## src/rtl/preset_writer.sv

```systemverilog
// Flash write-back engine for the button preset table: snapshot, sector erase,
// then one word program per slot over the stb/ack/rty flash request bus.
//
// state     | meaning
// S_IDLE    | waiting for save_req
// S_ERASE   | issue sector erase
// S_WRITE   | issue word program for current slot
// S_WAIT    | request outstanding, waiting for ack_i/rty_i
// S_RELEASE | waiting for ack_i and rty_i to drop
// S_DONE    | pulse done, return to idle
// S_FAIL    | retries exhausted, set fail, return to idle
module preset_writer #(
   parameter int          BUTTONS_CNT = 4,
   parameter logic [23:0] MEMADDR     = 24'h1ffd80,
   parameter int          RETRY_MAX   = 3
) (
   input  logic                       clk,
   input  logic                       rst,
   input  logic                       save_req,
   input  logic [32*BUTTONS_CNT-1:0]  table_i,
   output logic [23:0]                adr_o,
   output logic [31:0]                dat_o,
   output logic                       we_o,
   output logic                       stb_o,
   output logic                       tga_o,
   input  logic                       ack_i,
   input  logic                       rty_i,
   output logic                       busy,
   output logic                       done,
   output logic                       fail
);

   localparam int SW = (BUTTONS_CNT > 1) ? $clog2(BUTTONS_CNT) : 1;
   localparam int RW = $clog2(RETRY_MAX + 1);

   typedef enum logic [2:0] {
      S_IDLE, S_ERASE, S_WRITE, S_WAIT, S_RELEASE, S_DONE, S_FAIL
   } state_t;

   state_t        state_q, state_d;
   logic [SW-1:0] slot_q, slot_d;
   logic [RW-1:0] retry_q, retry_d;
   logic          erase_q, erase_d;
   logic          last_q, last_d;
   logic [31:0]   snap_q [BUTTONS_CNT];
   logic [31:0]   snap_d [BUTTONS_CNT];
   logic [23:0]   adr_q, adr_d;
   logic [31:0]   dat_q, dat_d;
   logic          we_q, we_d;
   logic          stb_q, stb_d;
   logic          tga_q, tga_d;
   logic          busy_q, busy_d;
   logic          done_q, done_d;
   logic          fail_q, fail_d;

   always_comb begin
      state_d = state_q;
      slot_d  = slot_q;
      retry_d = retry_q;
      erase_d = erase_q;
      last_d  = last_q;
      snap_d  = snap_q;
      adr_d   = adr_q;
      dat_d   = dat_q;
      we_d    = we_q;
      stb_d   = stb_q;
      tga_d   = tga_q;
      busy_d  = busy_q;
      done_d  = 1'b0;
      fail_d  = fail_q;
      case (state_q)
         S_IDLE: begin
            if (save_req) begin
               for (int i = 0; i < BUTTONS_CNT; i++) begin
                  snap_d[i] = table_i[32*i +: 32];
               end
               fail_d  = 1'b0;
               busy_d  = 1'b1;
               slot_d  = '0;
               retry_d = '0;
               erase_d = 1'b1;
               last_d  = 1'b0;
               state_d = S_ERASE;
            end
         end
         S_ERASE: begin
            stb_d   = 1'b1;
            we_d    = 1'b1;
            tga_d   = 1'b1;
            adr_d   = MEMADDR;
            state_d = S_WAIT;
         end
         S_WRITE: begin
            stb_d   = 1'b1;
            we_d    = 1'b1;
            tga_d   = 1'b0;
            adr_d   = MEMADDR + {{(22-SW){1'b0}}, slot_q, 2'b00};
            dat_d   = snap_q[slot_q];
            state_d = S_WAIT;
         end
         S_WAIT: begin
            // ack_i has priority over a simultaneous rty_i
            if (ack_i) begin
               stb_d   = 1'b0;
               we_d    = 1'b0;
               retry_d = '0;
               if (erase_q) begin
                  erase_d = 1'b0;
                  slot_d  = '0;
               end else if (slot_q == SW'(BUTTONS_CNT - 1)) begin
                  last_d = 1'b1;
               end else begin
                  slot_d = slot_q + 1'b1;
               end
               state_d = S_RELEASE;
            end else if (rty_i) begin
               stb_d   = 1'b0;
               we_d    = 1'b0;
               retry_d = retry_q + 1'b1;
               state_d = (retry_q == RW'(RETRY_MAX - 1)) ? S_FAIL : S_RELEASE;
            end
         end
         S_RELEASE: begin
            if (!ack_i && !rty_i) begin
               if (last_q)       state_d = S_DONE;
               else if (erase_q) state_d = S_ERASE;
               else              state_d = S_WRITE;
            end
         end
         S_DONE: begin
            done_d  = 1'b1;
            busy_d  = 1'b0;
            state_d = S_IDLE;
         end
         S_FAIL: begin
            fail_d  = 1'b1;
            busy_d  = 1'b0;
            state_d = S_IDLE;
         end
         default: state_d = S_IDLE;
      endcase
   end

   always_ff @(posedge clk) begin
      if (rst) begin
         state_q <= S_IDLE;
         slot_q  <= '0;
         retry_q <= '0;
         erase_q <= 1'b0;
         last_q  <= 1'b0;
         for (int i = 0; i < BUTTONS_CNT; i++) begin
            snap_q[i] <= '0;
         end
         adr_q   <= '0;
         dat_q   <= '0;
         we_q    <= 1'b0;
         stb_q   <= 1'b0;
         tga_q   <= 1'b0;
         busy_q  <= 1'b0;
         done_q  <= 1'b0;
         fail_q  <= 1'b0;
      end else begin
         state_q <= state_d;
         slot_q  <= slot_d;
         retry_q <= retry_d;
         erase_q <= erase_d;
         last_q  <= last_d;
         snap_q  <= snap_d;
         adr_q   <= adr_d;
         dat_q   <= dat_d;
         we_q    <= we_d;
         stb_q   <= stb_d;
         tga_q   <= tga_d;
         busy_q  <= busy_d;
         done_q  <= done_d;
         fail_q  <= fail_d;
      end
   end

   assign adr_o = adr_q;
   assign dat_o = dat_q;
   assign we_o  = we_q;
   assign stb_o = stb_q;
   assign tga_o = tga_q;
   assign busy  = busy_q;
   assign done  = done_q;
   assign fail  = fail_q;

endmodule

```

## config.mk

```make
export PLATFORM = sky130hd
export DESIGN_NAME = preset_writer
export DESIGN_NICKNAME = d
export VERILOG_FILES = /design/src/rtl/preset_writer.sv
export SDC_FILE = /design/constraint.sdc
export NUM_CORES = 1
export LEC_CHECK = 0
export CAP_MARGIN = 40
export CORE_MARGIN = 2
export CORE_UTILIZATION = 52
export DETAILED_ROUTE_END_ITERATION = 16
export GPL_ROUTABILITY_DRIVEN = 0
export GPL_TIMING_DRIVEN = 0
export PLACE_DENSITY_LB_ADDON = 0.3
export SYNTH_ARGS = -nofsm -noshare
export SYNTH_HDL_FRONTEND = slang
export SYNTH_SLANG_ARGS = --single-unit
export TNS_END_PERCENT = 100
```

## constraint.sdc

```tcl
create_clock -name clk -period 3.7 [get_ports clk]
set_input_delay 0.555 -clock clk [delete_from_list [all_inputs] [get_ports clk]]
set_output_delay 0.555 -clock clk [all_outputs]
set_load 0.02 [all_outputs]
```

==> results of run 1 <==
## layout by cell type (no fill, tap or decap), types with 2 or more instances in the layout
cell,instances
nand2b_1,4
o21ai_0,4
a2bb2oi_1,2
conb_1,9
nand3_1,2
mux4_2,32
nor2_1,15
nor2b_1,4
nor3_1,4
bufinv_16,3
clkinv_2,6
clkbuf_8,3
clkdlybuf4s50_1,184
buf_1,7
ha_1,2
buf_6,12
mux2i_1,2
nand3b_1,4
clkbuf_1,28
a22oi_1,2
a31oi_1,2
inv_1,8
clkbuf_16,17
dfxtp_1,177
clkinvlp_4,2
nand2_1,323
a21oi_2,11
and2_1,2
buf_4,32
a21oi_1,158
buf_2,12
## layer usage
layer / up-vias / global-route usage / wire [um]
met5: - / 0 / 0
li1: 3270 / - / -
met2: 351 / 0.492 / 10500
met1: 3222 / 0.368 / 8680
met3: 41 / 0.0646 / 1990
met4: 0 / 0.105 / 505
## synthesized netlist by cell type, types with 2 or more instances
master | instances | share of area
dfxtp_1 | 177 | 0.48
and2_1 | 2 | 0.0017
nand2_1 | 323 | 0.16
a21oi_2 | 11 | 0.013
clkbuf_1 | 27 | 0.014
buf_4 | 32 | 0.032
o21ai_0 | 4 | 0.0027
ha_1 | 2 | 0.0034
buf_1 | 7 | 0.0035
inv_1 | 8 | 0.0041
nand3_1 | 2 | 0.0014
nor2b_1 | 4 | 0.0034
nor3_1 | 4 | 0.0027
nor2_1 | 15 | 0.0076
a31oi_1 | 2 | 0.0017
a2bb2oi_1 | 2 | 0.0024
nand3b_1 | 4 | 0.0041
mux4_2 | 32 | 0.097
buf_6 | 12 | 0.018
mux2i_1 | 2 | 0.0027
nand2b_1 | 4 | 0.0034
a21oi_1 | 158 | 0.11
buf_2 | 12 | 0.0081
a22oi_1 | 2 | 0.0020
## cell type report
type,count,share of cell area
Sequential cell,177,0.350
Timing Repair Buffer,184,0.182
Inverter,8,0.00297
Clock buffer,21,0.0465
Clock inverter,11,0.0134
Multi-Input combinational cell,600,0.327
Buffer,90,0.0557
Tap cell,180,0.0223
## worst register-to-register path, delay by kind of cell (launching register included)
family	cells	cell delay (ns)
AOI/OAI and AO/OA	1	0.18
buffers and inverters	2	0.70
DFF	1	0.36
and+or+nand+nor	3	0.47
## cell families (layout without fill, tap and decap cells)
family          Yosys count  after routing  share of synthesized area
mux                      35             35                      0.101
xor+xnor                  1              1                    0.00118
buf+inv                  98            314                     0.0800
simple gates            365            365                      0.196
fa+ha+maj                 2              2                    0.00338
flops                   177            177                      0.478
other cells               1              9                   0.000506
compound gates          188            188                      0.140
## stage by stage
stage          cells  area (sq um)
2_1_floorplan    875          7440
3_3_place_gp    1239          9510
3_5_place_dp    1239          9510
4_1_cts         1271         10100
5_1_grt         1271         10100
6_report        1271         10100
## flip-flops by register name (all words and copies together), names as in the netlist, 2 cells and up
signal,count
slot_q,2
adr_o,3
snap_q,128
retry_q,2
dat_o,32
state_q,3
## power groups by stage
stage                     registers, W  clock network (W)  logic [W]
after floorplan                0.00251                  0    0.00155
after global placement         0.00251                  0    0.00235
after detailed placement       0.00253                  0    0.00240
after CTS                      0.00249            0.00184    0.00242
after global routing           0.00254            0.00193    0.00263
final                          0.00250            0.00184    0.00243
## how the worst min path moves through the flow
stage	endpoint	from	slack, ns	depth (start not counted)
3_3_place_gp	snap_q[35]	snap_q[35]	0.44	2
3_5_place_dp	snap_q[71]	snap_q[71]	0.45	2
2_1_floorplan	snap_q[53]	snap_q[53]	0.43	2
5_1_grt	state_q[0]	rst	0.45	2
4_1_cts	state_q[0]	rst	0.43	2
6_report	state_q[0]	rst	0.44	2
==> qor.csv, run 1 <==
stage,metric,value,unit
global_route,grt_overflow,0,
yosys,syn_inst,867,
clock_network,htreeDepth,4,
clock_network,holdBufCountCts,0,
sta,tightest_slew,0.872,ns
power,p_leak,3.69,nW
cells_and_area,final-seq-area,3540,sq um
yosys,synth_edf_count,0,
die,die_y,123,um
sta,skew,0.00712,ns
cells_and_area,multi_input_area,3300,sq um
placement,dpl.hpwl,15300,um
global_route,grt_pass1_wl,33500,um
critical_path,path_max_fanout,14,
cells_and_area,drive_gt1_frac,0.126,
sta,slew_headroom,0.419,
power,p_clk_frac,0.272,
cells_and_area,diodes,0,
die,placementRows,43,
die,die_area,15200,sq um
power,power_frac_comb,0.359,
die,die_w,123,um
die,core-area,13900,sq um
critical_path,worst-r2r-cell-count,6,
sta,final.setup.tns,0,ns
sta,layout_setup_ws,1.35,ns
cells_and_area,fin_util,0.729,
critical_path,cpLargestDelayFamily,buffers and inverters,
sta,post-route-min-period,2.35,ns
clock_network,root_buffer,clkbuf_16,
detailed_routing,vias,6884,
power,p_per_area,669,nW/um^2
clock_network,post_cts_buffers,0,
critical_path,path_class,reg2out,
critical_path,r2r_slack,1.92,ns
clock_network,cts_tree,yes,
sta,finalCritPeriodShare,0.636,
sta,rsz0062_at_grt,false,
clock_network,cts.path.max_buffers,2,
critical_path,path_buf_inv,2,
global_route,grt.total_usage,0.292,
detailed_routing,wl,21700,um
worst_hold_path,hp-class,in2reg,
die,ios,195,
detailed_routing,firstDrtPassIters,5,
global_route,antenna_found_initial,0,
clock_network,cts-resized-gates,0,
power,pwr-share-seq,0.369,
critical_path,cp.depth,2,
run_status,status,completed,
yosys,synth_ff_type,dfxtp_1,
critical_path,crit_arrival,1.80,ns
sta,fmax,425,MHz
power,intPower,0.00443,W
clock_network,cts_buffers,17,
critical_path,crit_start,adr_o[19],
detailed_routing,ant_nets,0,
clock_network,clk_pin_slew,0.06,ns
sta,final_hold_viol_count,0,
cells_and_area,layout.nets,1213,
clock_network,clkLatencyLatePin,0.43,ns
run,cap_violations,0,
critical_path,critPathSlowestCell,clkdlybuf4s50_1,
sta,holdWs,0.440,ns
global_route,grt_pass1_vias,6744,
detailed_routing,wl_per_cell,17.0,um
critical_path,cp.required,3.14,ns
yosys,yosysSeqAreaShare,0.478,
clock_network,cts_sinks,177,
yosys,syn_area,7410,sq um
critical_path,crit_end,adr_o[20],
critical_path,endpoint_kind,output port,
yosys,synth_area_per_cell,8.55,sq um
critical_path,cp-start-kind,flip-flop,
global_route,grt_max_degree,17,
critical_path,crit_chain,buf_4 -> clkdlybuf4s50_1,
yosys,synth-seq-cells,177,
detailed_routing,drt_iter0_drc,689,
critical_path,cp_slowest_stage_delay,0.60,ns
yosys,yosys_warnings,0,
critical_path,reg2reg_to,dat_o[9],
placement,portBuffers,184,
power,p_sw,0.00233,W
sta,maxSlewViolCount,0,
power,power.total,0.00677,W
cells_and_area,fill_cells,1046,
yosys,synthDistinctLibCells,43,
placement,place_ws,1.38,ns
cells_and_area,area_delta_synth_final,36.5,%
critical_path,r2r_start,state_q[2],
yosys,synthArstFlopShare,0,
power,peakVddDrop,0.596,mV
sta,setup_violations,0,
detailed_routing,post-route-drc-count,0,
power,netSwitchingFraction,0.345,
die,start_util,0.534,
detailed_routing,via_per_inst,5.42,
Power figures use the tool's default switching activity.
==> run 2: changes to the inputs <==
--- a/config.mk
+++ b/config.mk
@@ -7,7 +7,7 @@
 export LEC_CHECK = 0
 export CAP_MARGIN = 40
 export CORE_MARGIN = 2
-export CORE_UTILIZATION = 52
+export CORE_UTILIZATION = 49
 export DETAILED_ROUTE_END_ITERATION = 16
 export GPL_ROUTABILITY_DRIVEN = 0
 export GPL_TIMING_DRIVEN = 0
==> constraint.sdc (replaced) <==
create_clock -name clk -period 2.28 [get_ports clk]
set_input_delay 0.342 -clock clk [delete_from_list [all_inputs] [get_ports clk]]
set_output_delay 0.342 -clock clk [all_outputs]
set_load 0.02 [all_outputs]
==> run 2 against run 1 <==
Compared with the run above:
- highest routed layer unchanged
- sequential cell count stayed put
- critical path depth stayed put
- sequential power is 62% higher
- critical endpoint is now adr_o[12]
==> qor.csv, run 2 (synthesis results as in run 1) <==
stage,metric,value,unit,change
sta,tightest_slew,0.809,ns,-0.0630 ns
die,start_util,0.506,,-0.0278
clock_network,cts_buffers,17,,unchanged
sta,post-route-min-period,2.13,ns,
clock_network,cts.path.max_buffers,2,,unchanged
placement,dpl_cell_area,9510,sq um,about the same
detailed_routing,ant_nets,0,,unchanged
sta,finalCritPeriodShare,0.933,,
detailed_routing,wl,21900,um,+1.1%
detailed_routing,via_per_inst,5.32,,-1.8%
cells_and_area,area_delta_synth_final,37.6,%,
clock_network,root_buffer,clkbuf_16,,
detailed_routing,firstDrtPassIters,5,,unchanged
detailed_routing,wl_per_cell,17.2,um,+0.78%
cells_and_area,final_common_cell,nand2_1,,
worst_hold_path,hp-class,in2reg,,
worst_hold_path,min-delay-start,rst,,
critical_path,r2r_slack,0.44,ns,-1.48 ns
clock_network,cts-resized-gates,0,,unchanged
global_route,grt.total_usage,0.271,,-0.0210
die,die_w,127,um,+2.9%
cells_and_area,diodes,0,,unchanged
critical_path,worst-r2r-cell-count,6,,unchanged
sta,maxSlewViolCount,0,,unchanged
critical_path,r2r_start,state_q[0],,
die,core-area,14600,sq um,+5.5%
critical_path,path_class,reg2out,,
clock_network,post_cts_buffers,0,,unchanged
sta,final.setup.tns,0,ns,unchanged
cells_and_area,final-seq-area,3540,sq um,unchanged
placement,place_ws,0.166,ns,-1.21 ns
critical_path,endpoint_kind,output port,,
power,p_per_area,1120,nW/um^2,+67%
worst_hold_path,worstHoldPathCells,2,,unchanged
detailed_routing,post-route-drc-count,0,,unchanged
sta,setup_violations,0,,unchanged
global_route,grt_overflow,0,,unchanged
detailed_routing,drt_iter0_drc,641,,-7.0%
cells_and_area,layout.nets,1213,,unchanged
critical_path,path_max_fanout,14,,unchanged
clock_network,holdBufCountCts,0,,unchanged
worst_hold_path,hold_end,state_q[0],,
clock_network,htreeDepth,4,,unchanged
critical_path,cp-start-kind,flip-flop,,
global_route,antenna_found_initial,0,,unchanged
critical_path,reg2reg_to,snap_q[2],,
clock_network,cts_tree,yes,,
clock_network,cts_sinks,177,,unchanged
sta,fmax,470,MHz,
die,die_y,127,um,+2.9%
critical_path,cp.required,1.94,ns,-1.20 ns
sta,holdWs,0.217,ns,-0.223 ns
placement,dpl.hpwl,15500,um,+1.1%
cells_and_area,largest_reg_flops,128,,unchanged
critical_path,crit_arrival,1.79,ns,about the same
clock_network,clkLatencyLatePin,0.43,ns,about the same
cells_and_area,fill_cells,1219,,+17%
cells_and_area,finalInstanceArea,10200,sq um,+0.85%
detailed_routing,vias,6783,,-1.5%
cells_and_area,final_cell_mix,"nand2_1, clkdlybuf4s50_1, dfxtp_1",,
global_route,grt_pass1_vias,6544,,-3.0%
sta,slew_headroom,0.461,,+0.0420
power,peakVddDrop,0.825,mV,+38%
die,placementRows,44,,+2.3%
cells_and_area,multi_input_area,3300,sq um,unchanged
sta,skew,0.0116,ns,+0.00446 ns
die,ios,195,,unchanged
power,p_leak,3.73,nW,+0.87%
clock_network,clk_pin_slew,0.06,ns,about the same
die,die_area,16100,sq um,+5.9%
placement,portBuffers,184,,unchanged
global_route,grt_pass1_wl,33700,um,+0.64%
sta,layout_setup_ws,0.152,ns,-1.20 ns
sta,final_hold_viol_count,0,,unchanged
sta,rsz0062_at_grt,false,,
run,cap_violations,0,,unchanged
global_route,grt_max_degree,17,,unchanged
run_status,status,completed,,
cells_and_area,top_register,snap_q,,
cells_and_area,drive_gt1_frac,0.126,,unchanged
-- run 2: critical path: stages, from the launching register on --
cell,delay (ns)
dfxtp_1,0.58
buf_4,0.18
clkdlybuf4s50_1,0.60
-- run 2: layer usage --
layer | track usage | up-vias | routed length [um]
li1 | - | 3263 | -
met1 | 0.354 | 3150 | 9090
met2 | 0.453 | 325 | 10500
met3 | 0.0523 | 45 | 1710
met4 | 0.0963 | 0 | 545
met5 | 0 | - | 0
-- run 2: final cells by class --
cell class / count / area share
Buffer: 90 / 0.0552
Sequential cell: 177 / 0.347
Multi-Input combinational cell: 600 / 0.324
Tap cell: 184 / 0.0226
Clock inverter: 14 / 0.0253
Timing Repair Buffer: 184 / 0.181
Clock buffer: 18 / 0.0421
Inverter: 8 / 0.00294
-- run 2: per-stage QoR --
stage | instances | power, W | util
floorplan | 875 | 0.00658 | -
global placement | 1243 | 0.00792 | 0.650
detailed placement | 1243 | 0.00802 | 0.650
CTS | 1275 | 0.0114 | 0.697
global route | 1275 | 0.0119 | 0.697
finish | 1275 | 0.0114 | 0.697
-- run 2: worst max path at each step --
| stage | start | depth (start not counted) | slack [ns] | endpoint |
|---|---|---|---|---|
| after floorplan | slot_q[1] | 5 | 0.84 | dat_o[10] |
| after global placement | save_req | 6 | 0.19 | snap_q[13] |
| after detailed placement | save_req | 6 | 0.17 | snap_q[17] |
| after CTS | adr_o[19] | 2 | 0.12 | adr_o[20] |
| after global routing | adr_o[19] | 2 | 0.05 | adr_o[17] |
| final | adr_o[19] | 2 | 0.15 | adr_o[12] |
-- run 2: report_power, final --
group          leakage (nW)  total (W)  internal (W)  switching (W)
registers              1.44    0.00405       0.00369       0.000358
clock network         0.331    0.00342       0.00217        0.00126
logic                  1.95    0.00395       0.00170        0.00225
